[src/rtl/shift_issue_if.sv]
// Shift-issue handshake bundle: upstream instruction side plus
// downstream shifter operand side, valid/ready on each.
interface shift_issue_if;
  logic        In_Valid;
  logic        In_Ready;
  logic [5:0]  Func;
  logic [4:0]  Shamt;
  logic [31:0] Rs;
  logic [31:0] Rt;
  logic [4:0]  Rd;
  logic        Out_Valid;
  logic        Out_Ready;
  logic [31:0] X;
  logic [4:0]  Sa;
  logic        Arith;
  logic        Right;
  logic [4:0]  Out_Rd;
  logic        Illegal;

  modport master (
    output In_Valid, Func, Shamt, Rs, Rt, Rd, Out_Ready,
    input  In_Ready, Out_Valid, X, Sa, Arith, Right, Out_Rd, Illegal
  );

  modport slave (
    input  In_Valid, Func, Shamt, Rs, Rt, Rd, Out_Ready,
    output In_Ready, Out_Valid, X, Sa, Arith, Right, Out_Rd, Illegal
  );
endinterface

[src/rtl/shift_issue.sv]
// Shift instruction decode and 2-entry issue FIFO.
// Head entry drives the shifter operands directly from flops.
module shift_issue (
  input  logic          Clk,
  input  logic          Clrn,
  shift_issue_if.slave  bus
);

  localparam logic [1:0] EMPTY = 2'd0;
  localparam logic [1:0] ONE   = 2'd1;
  localparam logic [1:0] TWO   = 2'd2;

  typedef struct packed {
    logic [31:0] x;
    logic [4:0]  sa;
    logic        arith;
    logic        right;
    logic [4:0]  rd;
  } ent_t;

  logic [1:0] state;
  ent_t       head;
  ent_t       tail;
  ent_t       nent;
  logic       legal;
  logic       vsel;
  logic       illq;
  logic       in_fire;
  logic       push;
  logic       pop;

  assign bus.In_Ready  = (state != TWO);
  assign bus.Out_Valid = (state != EMPTY);
  assign bus.X         = head.x;
  assign bus.Sa        = head.sa;
  assign bus.Arith     = head.arith;
  assign bus.Right     = head.right;
  assign bus.Out_Rd    = head.rd;
  assign bus.Illegal   = illq;

  assign in_fire = bus.In_Valid & bus.In_Ready;
  assign push    = in_fire & legal;
  assign pop     = bus.Out_Valid & bus.Out_Ready;

  // Decode funct into direction, sign fill and amount source
  always_comb begin
    legal      = 1'b1;
    vsel       = 1'b0;
    nent.x     = bus.Rt;
    nent.rd    = bus.Rd;
    nent.arith = 1'b0;
    nent.right = 1'b0;
    unique case (1'b1)
      (bus.Func == 6'b000000): begin
      end
      (bus.Func == 6'b000010): begin
        nent.right = 1'b1;
      end
      (bus.Func == 6'b000011): begin
        nent.right = 1'b1;
        nent.arith = 1'b1;
      end
      (bus.Func == 6'b000100): begin
        vsel = 1'b1;
      end
      (bus.Func == 6'b000110): begin
        vsel       = 1'b1;
        nent.right = 1'b1;
      end
      (bus.Func == 6'b000111): begin
        vsel       = 1'b1;
        nent.right = 1'b1;
        nent.arith = 1'b1;
      end
      default: begin
        legal = 1'b0;
      end
    endcase
    nent.sa = vsel ? bus.Rs[4:0] : bus.Shamt;
  end

  // FIFO occupancy and entry movement
  always_ff @(posedge Clk or negedge Clrn) begin
    if (!Clrn) begin
      state <= EMPTY;
      head  <= '0;
      tail  <= '0;
    end else begin
      case (state)
        EMPTY: begin
          if (push) begin
            head  <= nent;
            state <= ONE;
          end
        end
        ONE: begin
          if (push && pop) begin
            head <= nent;
          end else if (push) begin
            tail  <= nent;
            state <= TWO;
          end else if (pop) begin
            state <= EMPTY;
          end
        end
        TWO: begin
          if (pop) begin
            head  <= tail;
            state <= ONE;
          end
        end
        default: state <= EMPTY;
      endcase
    end
  end

  // One-cycle flag for an accepted non-shift funct
  always_ff @(posedge Clk or negedge Clrn) begin
    if (!Clrn) illq <= 1'b0;
    else       illq <= in_fire & ~legal;
  end

endmodule
[src/flat_wrapper.sv]
// flat-port wrapper written by rule: the top's interface ports become plain ports
module shift_issue_flat 
  (Clk, Clrn, bus_In_Valid, bus_Func, bus_Shamt, bus_Rs, bus_Rt, bus_Rd, bus_Out_Ready, bus_In_Ready, bus_Out_Valid, bus_X, bus_Sa, bus_Arith, bus_Right, bus_Out_Rd, bus_Illegal);
  shift_issue_if bus_i ();
  input  logic Clk;
  input  logic Clrn;
  input wire logic [$bits(bus_i.In_Valid)-1:0] bus_In_Valid;
  input wire logic [$bits(bus_i.Func)-1:0] bus_Func;
  input wire logic [$bits(bus_i.Shamt)-1:0] bus_Shamt;
  input wire logic [$bits(bus_i.Rs)-1:0] bus_Rs;
  input wire logic [$bits(bus_i.Rt)-1:0] bus_Rt;
  input wire logic [$bits(bus_i.Rd)-1:0] bus_Rd;
  input wire logic [$bits(bus_i.Out_Ready)-1:0] bus_Out_Ready;
  output wire logic [$bits(bus_i.In_Ready)-1:0] bus_In_Ready;
  output wire logic [$bits(bus_i.Out_Valid)-1:0] bus_Out_Valid;
  output wire logic [$bits(bus_i.X)-1:0] bus_X;
  output wire logic [$bits(bus_i.Sa)-1:0] bus_Sa;
  output wire logic [$bits(bus_i.Arith)-1:0] bus_Arith;
  output wire logic [$bits(bus_i.Right)-1:0] bus_Right;
  output wire logic [$bits(bus_i.Out_Rd)-1:0] bus_Out_Rd;
  output wire logic [$bits(bus_i.Illegal)-1:0] bus_Illegal;
  assign bus_i.In_Valid = bus_In_Valid;
  assign bus_i.Func = bus_Func;
  assign bus_i.Shamt = bus_Shamt;
  assign bus_i.Rs = bus_Rs;
  assign bus_i.Rt = bus_Rt;
  assign bus_i.Rd = bus_Rd;
  assign bus_i.Out_Ready = bus_Out_Ready;
  assign bus_In_Ready = bus_i.In_Ready;
  assign bus_Out_Valid = bus_i.Out_Valid;
  assign bus_X = bus_i.X;
  assign bus_Sa = bus_i.Sa;
  assign bus_Arith = bus_i.Arith;
  assign bus_Right = bus_i.Right;
  assign bus_Out_Rd = bus_i.Out_Rd;
  assign bus_Illegal = bus_i.Illegal;
  shift_issue u_core (.Clk(Clk), .Clrn(Clrn), .bus(bus_i));
endmodule
[config.mk]
export PLATFORM = sky130hd
export DESIGN_NAME = shift_issue_flat
export DESIGN_NICKNAME = d
export VERILOG_FILES = /design/src/rtl/shift_issue_if.sv /design/src/rtl/shift_issue.sv /design/src/flat_wrapper.sv
export SDC_FILE = /design/constraint.sdc
export NUM_CORES = 1
export LEC_CHECK = 0
export ABC_AREA = 1
export BUFFER_PORTS_ARGS = -buffer_cell sky130_fd_sc_hd__clkbuf_2
export CORE_AREA = 2 2 124 126
export DETAILED_ROUTE_END_ITERATION = 10
export DIE_AREA = 0 0 126 128
export MAX_ROUTING_LAYER = met4
export SYNTH_ARGS = -nofsm -noshare
export SYNTH_HDL_FRONTEND = slang
export SYNTH_SLANG_ARGS = --single-unit
[constraint.sdc]
create_clock -name Clk -period 1.51 [get_ports Clk]
set_clock_uncertainty 0.2 [all_clocks]
set_input_delay 0.151 -clock Clk [delete_from_list [all_inputs] [get_ports Clk]]
set_output_delay 0.151 -clock Clk [all_outputs]
set_load 0.01 [all_outputs]
# After elaboration in Yosys (flattened, before gate mapping)

Cells that the tools add are included.

Bits of input ports: 84
Flip-flop bits (word level): 91
Word-level logic and storage cells: 58

Equal/unequal tests: 13
Bitwise operators: 6
Mux-type cells: 15
Reduce and logical (&&, ||, !) cells: 12

Operator list:

| cell                                          | number |
|---|---|
| two-way mux 44 bit                            | 3 |
| one-hot mux 44 bit (3 select lines)           | 1 |
| == test 6 x 3 -> 1 bit, second input constant | 3 |
| == test 6 x 2 -> 1 bit, second input constant | 2 |
| two-way mux 2 bit                             | 5 |
| AND reduction 4 bit                           | 2 |
| zero test 6 bit                               | 1 |
| != test 2 x 1 -> 1 bit, second input constant | 3 |
| one-hot mux 2 bit (3 select lines)            | 1 |
| OR reduction 6 bit                            | 1 |
| two-way mux 5 bit                             | 1 |
| AND 1 bit                                     | 4 |
| two-way mux 1 bit                             | 4 |
| != test 2 bit, second input constant          | 2 |
| OR reduction 4 bit                            | 1 |
| != test 3 x 1 -> 1 bit, second input constant | 1 |
| AND reduction 3 bit                           | 1 |
| nonzero test 3 bit                            | 1 |
| OR reduction 3 bit                            | 1 |
| == test 2 x 1 -> 1 bit, second input constant | 1 |
| == test 2 bit, second input constant          | 1 |
| zero test 2 bit                               | 1 |
| inverter 1 bit                                | 2 |
| nonzero test 2 bit                            | 1 |
| 2 further kinds                               | 2 |

# Depth between registers and ports, before layout

Gate-level depths: netlist of the first run.

Word-level depth: 7
Depth in mapped cells: 11
Depth with buffers taken out: 10

# Worst setup path before layout of the first run

OpenSTA, ideal clock, no wires.

Kind: flip-flop to flip-flop
Start point: reg u_core.state[0]
End point: reg u_core.head, in the netlist u_core.bus.X[31]
Arrival: 1.294 ns
Path buffers: 1
Cell stages (with the launch flop): 10
Path slack: -0.101 ns
Data required time: 1.193 ns
Path through: dfrtp_1 > nor2_8 > nor2_8 > nand2_2 > nand2_2 > nand2_4 > nand2_4 > buf_6 > nand2_1 > nand2_1

Word-level cells in the longest chain between the ends: 6
Elaborated cells between the ends (all ways): 15
Those cells by class: 6 x eq/ne; 1 x mux; 3 x bitwise; 5 x reduce/logical

RTL lines:

| what                                    | RTL line           | source |
|---|---|---|
| start, declared                         | shift_issue.sv:21  | `logic [1:0] state;` |
| start signal, assigned                  | shift_issue.sv:85  | `state <= EMPTY;` |
| start signal, assigned                  | shift_issue.sv:93  | `state <= ONE;` |
| start signal, assigned                  | shift_issue.sv:101 | `state <= TWO;` |
| != test 2 bit                           | shift_issue.sv:32  | `assign bus.In_Ready = (state != TWO);` |
| AND 1 bit                               | shift_issue.sv:41  | `assign in_fire = bus.In_Valid & bus.In_Ready;` |
| AND 1 bit                               | shift_issue.sv:42  | `assign push = in_fire & legal;` |
| logical AND 1 bit                       | shift_issue.sv:97  | `if (push && pop) begin` |
| != test 2 x 1 -> 1 bit (no source line) | --                 |  |
| AND reduction 4 bit (no source line)    | --                 |  |
| end signal, assigned                    | shift_issue.sv:92  | `head <= nent;` |
| end signal, assigned                    | shift_issue.sv:98  | `head <= nent;` |
| end signal, assigned                    | shift_issue.sv:108 | `head <= tail;` |
| end, declared                           | shift_issue.sv:22  | `ent_t head;` |

Several ways; a longest one is shown, not always the timed one.
A chain may end at the register's enable or synchronous reset.

# Worst setup path in the final report of the first run

Start point: reg u_core.state[1]
End point: reg u_core.tail[5] (netlist name)

Word-level cells in the longest chain between the ends: 6
Elaborated cells between the ends (all ways): 9
Those cells by class: 2 x eq/ne; 4 x bitwise; 3 x reduce/logical

RTL lines:

| what                                     | RTL line           | source |
|---|---|---|
| != test 2 bit                            | shift_issue.sv:32  |  |
| AND 1 bit                                | shift_issue.sv:41  |  |
| AND 1 bit                                | shift_issue.sv:42  |  |
| logical AND 1 bit                        | shift_issue.sv:97  |  |
| inverter 1 bit (no source line)          | --                 |  |
| AND reduction 3 bit (no source line) (*) | --                 |  |
| end signal, assigned                     | shift_issue.sv:100 | `tail <= nent;` |
| end, declared                            | shift_issue.sv:23  | `ent_t tail;` |

Mark *: on every way between the ends. The rest lies on a longest branch, timed or not.

==> results by group, run 1 <==
Outcome
  – Result of the run: finished with violations
  – Failing checks: negative setup slack

Final layout
  – Final #Nets: slightly above 800
  – Number of fillers in the final layout: ~1500
  – Area growth syn-to-layout: 46.4%
  – Layout cells sized above 1: a little over a quarter
  – N_diodes: 0
  – Fin area: 6340 um2
  – Finished Core Util: about 43%

Clock tree
  – H-tree levels: 3
  – Clock buffer depth: 2
  – Worst-Skew Late Latency: approximately 0.34 ns
  – CTS tree: built
  – CTS buffer count: 9
  – Clk sink count: 91
  – Clk root buf: clkbuf_16
  – Reg clk slew, reported paths: about 0.060 ns

Synthesis
  – Ranking of synthesized cells by area: dfrtp_1 (53%), nand2_1 (30%), nand3_1 (6.1%), inv_1 (1.6%), buf_6 (1.6%)
  – Multiplexer share of the synthesized area: 0%
  – Largest family of logic cells by synthesized area: simple AND/OR/NAND/NOR gates
  – EDFF count, synth: 0
  – Synth Register Bits: slightly above 90
  – Post-Synthesis Cell Area: about 4300 um2
  – Synth cell count leaders: nand2_1 (349), dfrtp_1 (91), nand3_1 (53), inv_1 (18), buf_2 (11)
  – YS warnings: 0
  – Dominant synthesized flop cell: dfrtp_1
  – Syn avg cell area: approximately 7.6 um2
  – Mapped Cells: about 570
  – Synth Area in Simple Gates: 40.7%
  – Post-Syn Nets: between 600 and 700
  – Complex-gate fraction of the synthesized area: less than 1%
  – Synth async-reset ratio: between 90% and 100%
  – Seq/Total Area, Yosys: 52.5%
  – Largest area contributor in the netlist: dfrtp_1
  – Xor-xnor portion of the synthesized cell area: 0%
  – Yosys cell types: 22
  – Top cell type's share of synthesized area: ~53%
  – Most numerous cell in the Yosys netlist: nand2_1
  – Synth Area in Adders: 0%

Placement
  – Gpl congestion: ~0.76
  – Dpl cell area: between 5000 and 6000 um2
  – DP Wirelength: 7620 um
  – PortBufs: slightly above 100

Critical path
  – Critical path class: register to register
  – Worst path arrival time: about 1.8 ns
  – Critical Path RT: between 1.5 and 2 ns
  – CP top delay family: buffers and inverters
  – Crit path cell chain: inv_2 > nor2_8 > buf_12 > nor2_8 > nand2_4 > nor3_4 > buf_6 > clkbuf_16 > nand2_1 > nand2_1
  – Endpoint type of the worst setup path: register
  – Critical-path maximum fanout: 9
  – Crit path buf inv count: 4
  – Largest stage delay on the critical path: roughly 0.4 ns
  – Crit path max-delay cell type: dfrtp_1
  – Critical Path Start Type: register

Global routing
  – Initial antenna violation count: 0
  – Largest net degree at the start of global routing: 35
  – Vias in the first global route: roughly 4200
  – First-pass GRT wire length: 20400 um
  – GRT Total Usage: ~16%
  – GRT overflow: 0

Timing
  – Worst-Margin Slew: 0.442 ns
  – Fmax: 578 MHz
  – Min cycle time layout: roughly 1.7 ns
  – Relative slew slack: ~70%
  – Hold WS: around 0.0056 ns
  – Final setup margin: -0.221 ns
  – Max Slew Vio Count: 0
  – RSZ-0062 raised after global routing: true
  – Final setup viols: between 90 and 100
  – Fin. Hold Viols: 0
  – Final period util: 115%
  – TNS Setup: -16.89 ns

Route
  – DR vias/cell: between 4 and 5
  – ANT nets after route: 0
  – Initial DRC count: about 200
  – Met3 Routed Length: 500 um
  – Post-route DRC: 0
  – Top Layer Used: met4
  – DRT Pass-1 Iters: 5
  – DRT met1 WL: between 5000 and 6000 um
  – Met2 wire len: between 5000 and 6000 um
  – Aggregate routed wire length: between 10000 and 15000 um
  – Routed wire per std cell: approximately 13 um
  – Vias: about 4200

Hold path
  – Hold WC Path Type: input port to register

Pwr
  – LEAKAGE: 0.00360 uW
  – Int Pwr: just over 6000 uW
  – Pwr per Cell Area: approximately 1500 nW/um2
  – Sw Share: 35.8%
  – Comb pwr share: between 30% and 40%
  – Reg power frac: a little over two fifths
  – Sw Pwr: about 3400 uW
  – Clk pwr share: 22.1%
  – Worst vdd ir: approximately 0.00075 V

Floorplan
  – # rows: 45
  – Io pins: around 130
  – Die area: around 16000 um2
  – Die Ht: 128 um
  – Core area: approximately 15000 um2
  – DIE WIDTH: around 130 um
  – Initial Util: 29.2%

Run
  – Max-cap violations: 0
[metal layers]
layer  global-route usage (%)  vias up
met1                     19.2     1923
li1                         -     2114
met4                     5.24        0
met5                        -        -
met3                     3.46       21
met2                     28.3      101
[worst register-to-register path, cell delays in order (launching register included)]
cell	delay, ns
dfrtp_1	0.40
inv_2	0.12
nor2_8	0.05
buf_12	0.13
nor2_8	0.11
nand2_4	0.08
nor3_4	0.14
buf_6	0.17
clkbuf_16	0.17
nand2_1	0.05
nand2_1	0.06
[power groups by stage]
stage,sequential (uW),combinational (uW),clock (uW)
global route,4110,3800,2260
floorplan,4190,1650,0
finish,3980,3350,2080
CTS,3980,3370,2160
global placement,4010,3120,0
detailed placement,4010,3170,0
[kinds of logic after synthesis]
logic type,after synthesis
buffers and inverters,51
AOI/OAI and AO/OA,8
DFF,91
and+or+nand+nor,423
[metrics by stage]
stage	setup WS, ns	cells	power (uW)
CTS	-0.217	935	9510
detailed placement	-0.127	863	7180
finish	-0.221	938	9410
floorplan	-0.0545	573	5840
global route	-0.319	938	10200
global placement	-0.0977	863	7130
[layout by cell type (no fill, tap or decap), types with 6 or more instances in the layout]
master,synthesis,final
nand2_2,2,18
clkbuf_2,0,101
dlygate4sd3_1,0,47
nand2_1,349,327
nand2_4,2,8
nand3_1,53,52
o21ai_1,6,6
dfrtp_1,91,90
inv_1,18,18
nand4_1,6,6
buf_4,1,22
clkbuf_16,0,11
buf_12,0,13
[sequential cells by signal, summed over array words and instances, names as in the netlist]
register and count:
u_core.bus.Arith 1, u_core.tail 44, u_core.bus.Out_Rd 5, u_core.bus.X 32, u_core.bus.Illegal 1, u_core.bus.Right 1
u_core.bus.Sa 5, u_core.state 2
[timing repair]
item                                   in CTS  in global routing
setup endpoints to repair                  92                 92
pin swaps                                   1                  9
setup buffers                               8                  1
hold buffers                               47                  0
endpoints found under the hold margin     175                  0
resized for setup                          13                 28
cloned                                      2                  2
[worst paths after layout]
check | to | startpoint | cells past startpoint | slack, ns
worst max-delay path | u_core.tail[5]$_DFFE_PN0P_ | u_core.state[1]$_DFFE_PN0P_ | 10 | -0.22
min in group asynchronous | u_core.tail[37]$_DFFE_PN0P_ | Clrn | 2 | 0.09
max in group asynchronous | u_core.bus.X[13]$_DFFE_PN0P_ | Clrn | 3 | 0.48
worst min register to register | u_core.tail[42]$_DFFE_PN0P_ | u_core.tail[42]$_DFFE_PN0P_ | 2 | 0.28
worst max register to register | u_core.tail[5]$_DFFE_PN0P_ | u_core.state[1]$_DFFE_PN0P_ | 10 | -0.22
worst min-delay path | u_core.bus.Illegal$_DFF_PN0_ | bus_In_Valid | 5 | 0.006
[final cells by class]
cell class	instances	area, um2	share of cell area (%)
clock buffer	10	239	3.77
clock inverter	5	30.0	0.473
inverter	22	87.6	1.38
multi-input combinational	431	1910	30.2
sequential	91	2280	35.9
tap	188	235	3.71
timing repair buffer	191	1560	24.6
(Power assumes the default switching activity.)
==> inputs of run 2 (changes only) <==
--- a/config.mk
+++ b/config.mk
@@ -7,10 +7,11 @@
 export LEC_CHECK = 0
 export ABC_AREA = 1
 export BUFFER_PORTS_ARGS = -buffer_cell sky130_fd_sc_hd__clkbuf_2
-export CORE_AREA = 2 2 124 126
+export CORE_AREA = 2 2 100 102
 export DETAILED_ROUTE_END_ITERATION = 10
-export DIE_AREA = 0 0 126 128
+export DIE_AREA = 0 0 102 104
 export MAX_ROUTING_LAYER = met4
+export PLACE_DENSITY = 0.75
 export SYNTH_ARGS = -nofsm -noshare
 export SYNTH_HDL_FRONTEND = slang
 export SYNTH_SLANG_ARGS = --single-unit
==> constraint.sdc (replaced) <==
create_clock -name Clk -period 1.51 [get_ports Clk]
set_clock_uncertainty 0.2 [all_clocks]
set_input_delay 0.151 -clock Clk [delete_from_list [all_inputs] [get_ports Clk]]
set_output_delay 0.151 -clock Clk [all_outputs]
set_load 0.05 [all_outputs]
==> run 2 against run 1 <==
Effect of this change:
- the flow still finishes with violations (negative setup slack)
- critical path depth down 1
- non-clock buffer count up 12
- cell count down 4.5%
- sequential power up 3%
- die area down 34%
- via count up 11%
- largest cell class unchanged
- largest power group is now combinational logic
==> results by group, run 2 (synthesis gave the netlist of run 1 again) <==
Outcome
  – Result of the run: finished with violations
  – Failing checks: negative setup slack

Final layout
  – Fin cells: 896 (-4.5%)
  – Area growth syn-to-layout: 55.0%
  – Final #Nets: 842 (+1.4%)
  – Number of fillers in the final layout: 689 (-55%)
  – Max FFs per register: 44 (unchanged)
  – Layout cells sized above 1: 35.3% (+8.5 points)
  – Most common cell after layout, fill and taps aside: nand2_1
  – Top reg by flops: u_core.tail
  – N_diodes: 0 (unchanged)
  – Most frequent cells in the layout: nand2_1 (273), clkbuf_2 (100), dfrtp_1 (89)

Run
  – Max-cap violations: 0 (unchanged)

Timing
  – Relative slew slack: 64.4% (-6.1 points)
  – Final period util: 118% (+2.9 points)
  – Hold WS: 0.0296 ns (+0.0240 ns)
  – RSZ-0062 raised after global routing: true
  – TNS Setup: -19.83 ns (-2.94 ns)
  – Min cycle time layout: 1.77 ns (+0.0438 ns)
  – Fmax: 563 MHz (-2.5%)
  – Max Slew Vio Count: 0 (unchanged)
  – Worst-Margin Slew: 0.533 ns (+0.0904 ns)
  – Final setup viols: 92 (unchanged)
  – Final setup margin: -0.265 ns (-0.0438 ns)
  – Fin. Hold Viols: 0 (unchanged)

Critical path
  – Critical Path Start Type: register
  – Critical path class: register to register
  – Worst reg2reg path endpoint: u_core.tail[27]$_DFFE_PN0P_
  – Reg2Reg Depth: 9 (-1)
  – Critical Path RT: 1.62 ns (+0.03 ns)
  – Endpoint type of the worst setup path: register
  – Reg-to-Reg Start: u_core.state[1]$_DFFE_PN0P_
  – R2r setup slk: -0.26 ns (-0.04 ns)
  – Worst path arrival time: 1.88 ns (+0.07 ns)
  – Critical-path maximum fanout: 5 (-4)

Route
  – DRT Pass-1 Iters: 7 (+2)
  – ANT nets after route: 0 (unchanged)
  – Vias: 4603 (+11%)
  – Post-route DRC: 0 (unchanged)
  – DR vias/cell: 5.14 (+16%)
  – Initial DRC count: 241 (+18%)
  – Aggregate routed wire length: 14200 um (+16%)
  – Routed wire per std cell: 15.8 um (+21%)

Clock tree
  – CTS buffer count: 9 (unchanged)
  – Clk sink count: 91 (unchanged)
  – H-tree levels: 3 (unchanged)
  – Reg clk slew, reported paths: 0.09 ns (+0.03 ns)
  – CTS tree: built
  – Worst-Skew Late Latency: 0.36 ns (+0.02 ns)
  – Clock buffer depth: 2 (unchanged)
  – Clk root buf: clkbuf_8

Floorplan
  – Io pins: 131 (unchanged)
  – Die area: 10600 um2 (-34%)
  – Initial Util: 45.4% (+16 points)
  – DIE WIDTH: 102 um (-19%)
  – Die Ht: 104 um (-19%)
  – Core area: 9550 um2 (-36%)
  – # rows: 36 (-20%)

Pwr
  – Worst vdd ir: 0.00133 V (+76%)
  – Tot Pwr: 12000 uW (+27%)
  – Pwr per Cell Area: 1780 nW/um2 (+20%)
  – LEAKAGE: 0.00378 uW (+5.1%)

Placement
  – PortBufs: 103 (unchanged)
  – DP Wirelength: 7510 um (-1.5%)
  – Dpl cells: 811 (-6.0%)
  – Gpl congestion: 0.908 (+19%)

Global routing
  – GRT overflow: 0 (unchanged)
  – First-pass GRT wire length: 21100 um (+3.5%)
  – Initial antenna violation count: 0 (unchanged)
  – Largest net degree at the start of global routing: 53 (+51%)
  – GRT Total Usage: 25.9% (+9.5 points)
  – Vias in the first global route: 4402 (+4.5%)

Hold path
  – Hold WC Path Type: input port to register
  – Hold Crit Depth: 5 (unchanged)
  – Worst Hold Launch: bus_Rs[3]
  – WHS Endpoint: u_core.tail[10]$_DFFE_PN0P_
-- run 2: cell types whose count changed in the layout (fill, tap and decap cells not counted), moves of 3 or more --
cell / previous run / this run
nand2_2: 18 / 51
bufinv_16: 0 / 4
nand2_4: 8 / 28
o21ai_1: 6 / 3
dlygate4sd3_1: 47 / 51
buf_4: 22 / 19
buf_6: 3 / 13
clkbuf_8: 1 / 9
nand2_1: 327 / 273
clkbuf_16: 11 / 5
o21ai_2: 1 / 4
-- run 2: repair_timing --
item,4_1_cts,5_1_grt
endpoints found under the hold margin,175,11
endpoints found under the setup margin,92,96
pin swaps,3,29
setup buffers,9,4
hold buffers,51,1
cloned,3,5
resized for setup,25,122
-- run 2: worst max-delay path by stage --
stage | start | end | slack (ns) | depth (start not counted)
4_1_cts | u_core.state[0]$_DFFE_PN0P_ | bus_Out_Valid | -0.19 | 4
2_1_floorplan | u_core.state[1]$_DFFE_PN0P_ | u_core.bus.Sa[0]$_DFFE_PN0P_ | -0.06 | 10
3_3_place_gp | u_core.state[1]$_DFFE_PN0P_ | u_core.bus.X[12]$_DFFE_PN0P_ | -0.11 | 10
5_1_grt | u_core.state[1]$_DFFE_PN0P_ | u_core.bus.Right$_DFFE_PN0P_ | -0.32 | 9
3_5_place_dp | u_core.state[1]$_DFFE_PN0P_ | u_core.tail[8]$_DFFE_PN0P_ | -0.16 | 9
6_report | u_core.state[1]$_DFFE_PN0P_ | u_core.tail[27]$_DFFE_PN0P_ | -0.26 | 9
-- run 2: worst max-delay path, stage by stage (launching register included) --
cell,delay [ns]
dfrtp_2,0.46
inv_4,0.10
nor2_8,0.05
nor2_8,0.11
nand2_4,0.09
nor3_4,0.25
buf_6,0.18
clkbuf_16,0.17
nand2_2,0.04
nand2_1,0.06
-- run 2: per-layer routing --
metal | share of wire [%] | vias to the layer above | wire length [um] | global-route usage, %
met5 | 0 | - | 0 | -
met4 | 2.3 | 0 | 330 | 8.29
met3 | 6.1 | 32 | 859 | 4.10
met2 | 53 | 212 | 7480 | 43.1
met1 | 39 | 2222 | 5490 | 32.2
li1 | - | 2137 | - | -
-- run 2: area by class of cell --
cell class / instances / area, um2 / share of cell area, %
flip-flops and latches: 91 / 2280 / 33.9
multi-input cells: 431 / 2180 / 32.5
repair buffers: 203 / 1720 / 25.7
well taps: 133 / 166 / 2.48
clock inverters: 7 / 140 / 2.09
clock buffers: 9 / 124 / 1.84
inverters: 22 / 100 / 1.49
-- run 2: metrics by stage --
stage	cell area (um2)	setup slack (ns)	utilization [%]
after floorplan	4380	-0.0558	-
after detailed placement	5210	-0.158	54.5
after global routing	6720	-0.317	70.3
after global placement	5210	-0.113	54.5
final	6720	-0.265	70.3
after CTS	6240	-0.185	65.3
-- run 2: power by group --
| group | internal, uW | switching, uW | total [uW] |
|---|---|---|---|
| Clock | 1260 | 904 | 2170 |
| Sequential | 3420 | 661 | 4080 |
| Combinational | 1770 | 3960 | 5720 |
==> inputs of run 3 (changes only) <==
--- a/config.mk
+++ b/config.mk
@@ -7,11 +7,11 @@
 export LEC_CHECK = 0
 export ABC_AREA = 1
 export BUFFER_PORTS_ARGS = -buffer_cell sky130_fd_sc_hd__clkbuf_2
-export CORE_AREA = 2 2 100 102
+export CORE_AREA = 2 2 115 117
 export DETAILED_ROUTE_END_ITERATION = 10
-export DIE_AREA = 0 0 102 104
+export DIE_AREA = 0 0 117 119
 export MAX_ROUTING_LAYER = met4
-export PLACE_DENSITY = 0.75
+export SETUP_SLACK_MARGIN = 0.15
 export SYNTH_ARGS = -nofsm -noshare
 export SYNTH_HDL_FRONTEND = slang
 export SYNTH_SLANG_ARGS = --single-unit
==> run 3 against run 2 <==
Effect of this change:
- the run still ends with negative setup slack left
- first-iteration DRC count is 12% lower
- worst hold slack worse by 0.019 ns
- combinational power is 0.9% lower
- cell count is 3.7% higher
- global-route usage is 6.7 points lower
- utilization is 20 points lower
- sequential share of layout area is 1.5 points higher
- critical path depth is 4 lower
- worst setup slack worse by 0.029 ns
- critical path type is now register to primary output
- critical endpoint is now bus_Out_Valid
==> results by group, run 3 (synthesis gave the netlist of run 1 again) <==
Outcome
  – Result of the run: finished with violations
  – Failing checks: negative setup slack

Timing
  – Fin. Hold Viols: 0 (unchanged)
  – Fmax: 554 MHz (-1.6%)
  – Relative slew slack: 75.5% (+11 points)
  – RSZ-0062 raised after global routing: true
  – Max Slew Vio Count: 0 (unchanged)
  – Final period util: 119% (+1.9 points)
  – Min cycle time layout: 1.80 ns (+0.0287 ns)
  – Final setup margin: -0.294 ns (-0.0287 ns)
  – Final setup viols: 92 (unchanged)
  – Worst-Margin Slew: 0.367 ns (-0.166 ns)

Pwr
  – Worst vdd ir: 0.00127 V (-4.9%)
  – LEAKAGE: 0.00363 uW (-3.9%)
  – Pwr per Cell Area: 1840 nW/um2 (+3.3%)

Route
  – Initial DRC count: 212 (-12%)
  – DRT Pass-1 Iters: 4 (-3)
  – Routed wire per std cell: 13.5 um (-15%)
  – ANT nets after route: 0 (unchanged)
  – Post-route DRC: 0 (unchanged)
  – Aggregate routed wire length: 12500 um (-11%)
  – Vias: 4266 (-7.3%)
  – DR vias/cell: 4.59 (-11%)

Clock tree
  – Worst-Skew Late Latency: 0.35 ns (about the same)
  – CTS tree: built
  – H-tree levels: 3 (unchanged)
  – Clk sink count: 91 (unchanged)
  – CTS buffer count: 9 (unchanged)
  – Reg clk slew, reported paths: 0.06 ns (-0.03 ns)
  – Clk root buf: clkbuf_16
  – Clock buffer depth: 2 (unchanged)

Critical path
  – CP top delay family: buffers and inverters
  – Largest stage delay on the critical path: 0.41 ns (-0.05 ns)
  – R2r setup slk: -0.25 ns (about the same)
  – Crit path buf inv count: 4 (+1)
  – Critical Path Start Type: register
  – Critical path class: register to primary output
  – Endpoint type of the worst setup path: primary output
  – CP most frequent cell: buf_4
  – Crit path cell chain: buf_4 > nor2_2 > buf_4 > inv_1 > clkbuf_8
  – Critical-path maximum fanout: 3 (-2)
  – Critical Path RT: 1.16 ns (-0.46 ns)
  – Worst path arrival time: 1.45 ns (-0.43 ns)
  – Crit path max-delay cell type: dfrtp_1

Placement
  – Dpl cell area: 5220 um2 (+0.26%)
  – Worst slack, placed: -0.161 ns (-0.00273 ns)
  – PortBufs: 103 (unchanged)
  – Gpl congestion: 0.773 (-15%)
  – DP Wirelength: 7900 um (+5.1%)

Final layout
  – Layout cells sized above 1: 28.0% (-7.2 points)
  – Most common cell after layout, fill and taps aside: nand2_1
  – Max FFs per register: 44 (unchanged)
  – Number of fillers in the final layout: 1231 (+79%)
  – Fin area: 6430 um2 (-4.3%)
  – Area growth syn-to-layout: 48.4%
  – Final #Nets: 832 (-1.2%)
  – Top reg by flops: u_core.tail
  – N_diodes: 0 (unchanged)
  – Most frequent cells in the layout: nand2_1 (319), dfrtp_1 (90), clkbuf_2 (65), nand3_1 (53), dlygate4sd3_1 (48)

Global routing
  – GRT Total Usage: 19.2% (-6.7 points)
  – First-pass GRT wire length: 20200 um (-4.4%)
  – GRT overflow: 0 (unchanged)
  – Initial antenna violation count: 0 (unchanged)
  – Largest net degree at the start of global routing: 33 (-38%)
  – Vias in the first global route: 4169 (-5.3%)

Floorplan
  – Io pins: 131 (unchanged)
  – Die Ht: 119 um (+14%)
  – Initial Util: 33.7% (-12 points)
  – Die area: 13900 um2 (+31%)
  – # rows: 42 (+17%)
  – Core area: 12900 um2 (+35%)
  – DIE WIDTH: 117 um (+15%)

Hold path
  – Hold WC Path Type: input port to register

Run
  – Max-cap violations: 0 (unchanged)
[run 3: report_power, final]
part	total, uW	switching, uW	leakage (uW)	internal (uW)
clock network	2180	968	0.000138	1210
logic	5670	3870	0.00233	1800
registers	3990	570	0.00117	3420
total	11800	5410	0.00363	6430
[run 3: metrics by stage]
| stage | utilization, % | hold WS, ns | TNS [ns] | power [uW] | instances |
|---|---|---|---|---|---|
| finish | 49.9 | 0.0109 | -19.17 | 11800 | 929 |
| global route | 49.9 | 0.0481 | -27.46 | 12600 | 929 |
| CTS | 48.3 | 0.00262 | -18.76 | 11600 | 925 |
| detailed placement | 40.6 | -0.146 | -10.94 | 8960 | 852 |
| global placement | 40.6 | -0.149 | -7.95 | 8840 | 852 |
| floorplan | - | -0.345 | -3.88 | 7580 | 573 |
[run 3: cell type report]
class / count / area [um2] / area share (%)
inverters: 22 / 85.1 / 1.32
well taps: 176 / 220 / 3.42
clock buffers: 11 / 253 / 3.93
clock inverters: 5 / 37.5 / 0.584
flip-flops and latches: 91 / 2280 / 35.4
repair buffers: 193 / 1580 / 24.5
multi-input cells: 431 / 1980 / 30.8
[run 3: metal layers]
metal	vias up	global-route usage [%]	share of wire [%]
met3	16	3.51	4.1
met5	-	-	0
met1	2039	24.4	44
met4	0	7.28	1.6
li1	2119	-	-
met2	92	30.5	51
[run 3: final timing paths]
path / start / to / cells past startpoint
min reg2reg: u_core.tail[16]$_DFFE_PN0P_ / u_core.tail[16]$_DFFE_PN0P_ / 2
min: bus_Rs[1] / u_core.tail[8]$_DFFE_PN0P_ / 5
max reg2reg: u_core.state[0]$_DFFE_PN0P_ / u_core.bus.X[28]$_DFFE_PN0P_ / 10
max in group asynchronous: Clrn / u_core.bus.Sa[2]$_DFFE_PN0P_ / 3
max: u_core.state[1]$_DFFE_PN0P_ / bus_Out_Valid / 5
min in group asynchronous: Clrn / u_core.bus.Sa[1]$_DFFE_PN0P_ / 2
[run 3: what timing repair did]
item / CTS / global route
cloned: 2 / 2
gates resized for setup: 34 / 72
setup buffers: 7 / 2
pin swaps: 3 / 3
hold endpoints to repair: 175 / 0
setup endpoints to repair: 99 / 120
hold buffers: 48 / 0
[run 3: tightest hold or removal path, cell delays in order]
cell	delay (ns)
clkbuf_2	0.08
inv_1	0.04
nand4_1	0.11
nand2_1	0.07
o21ai_1	0.06
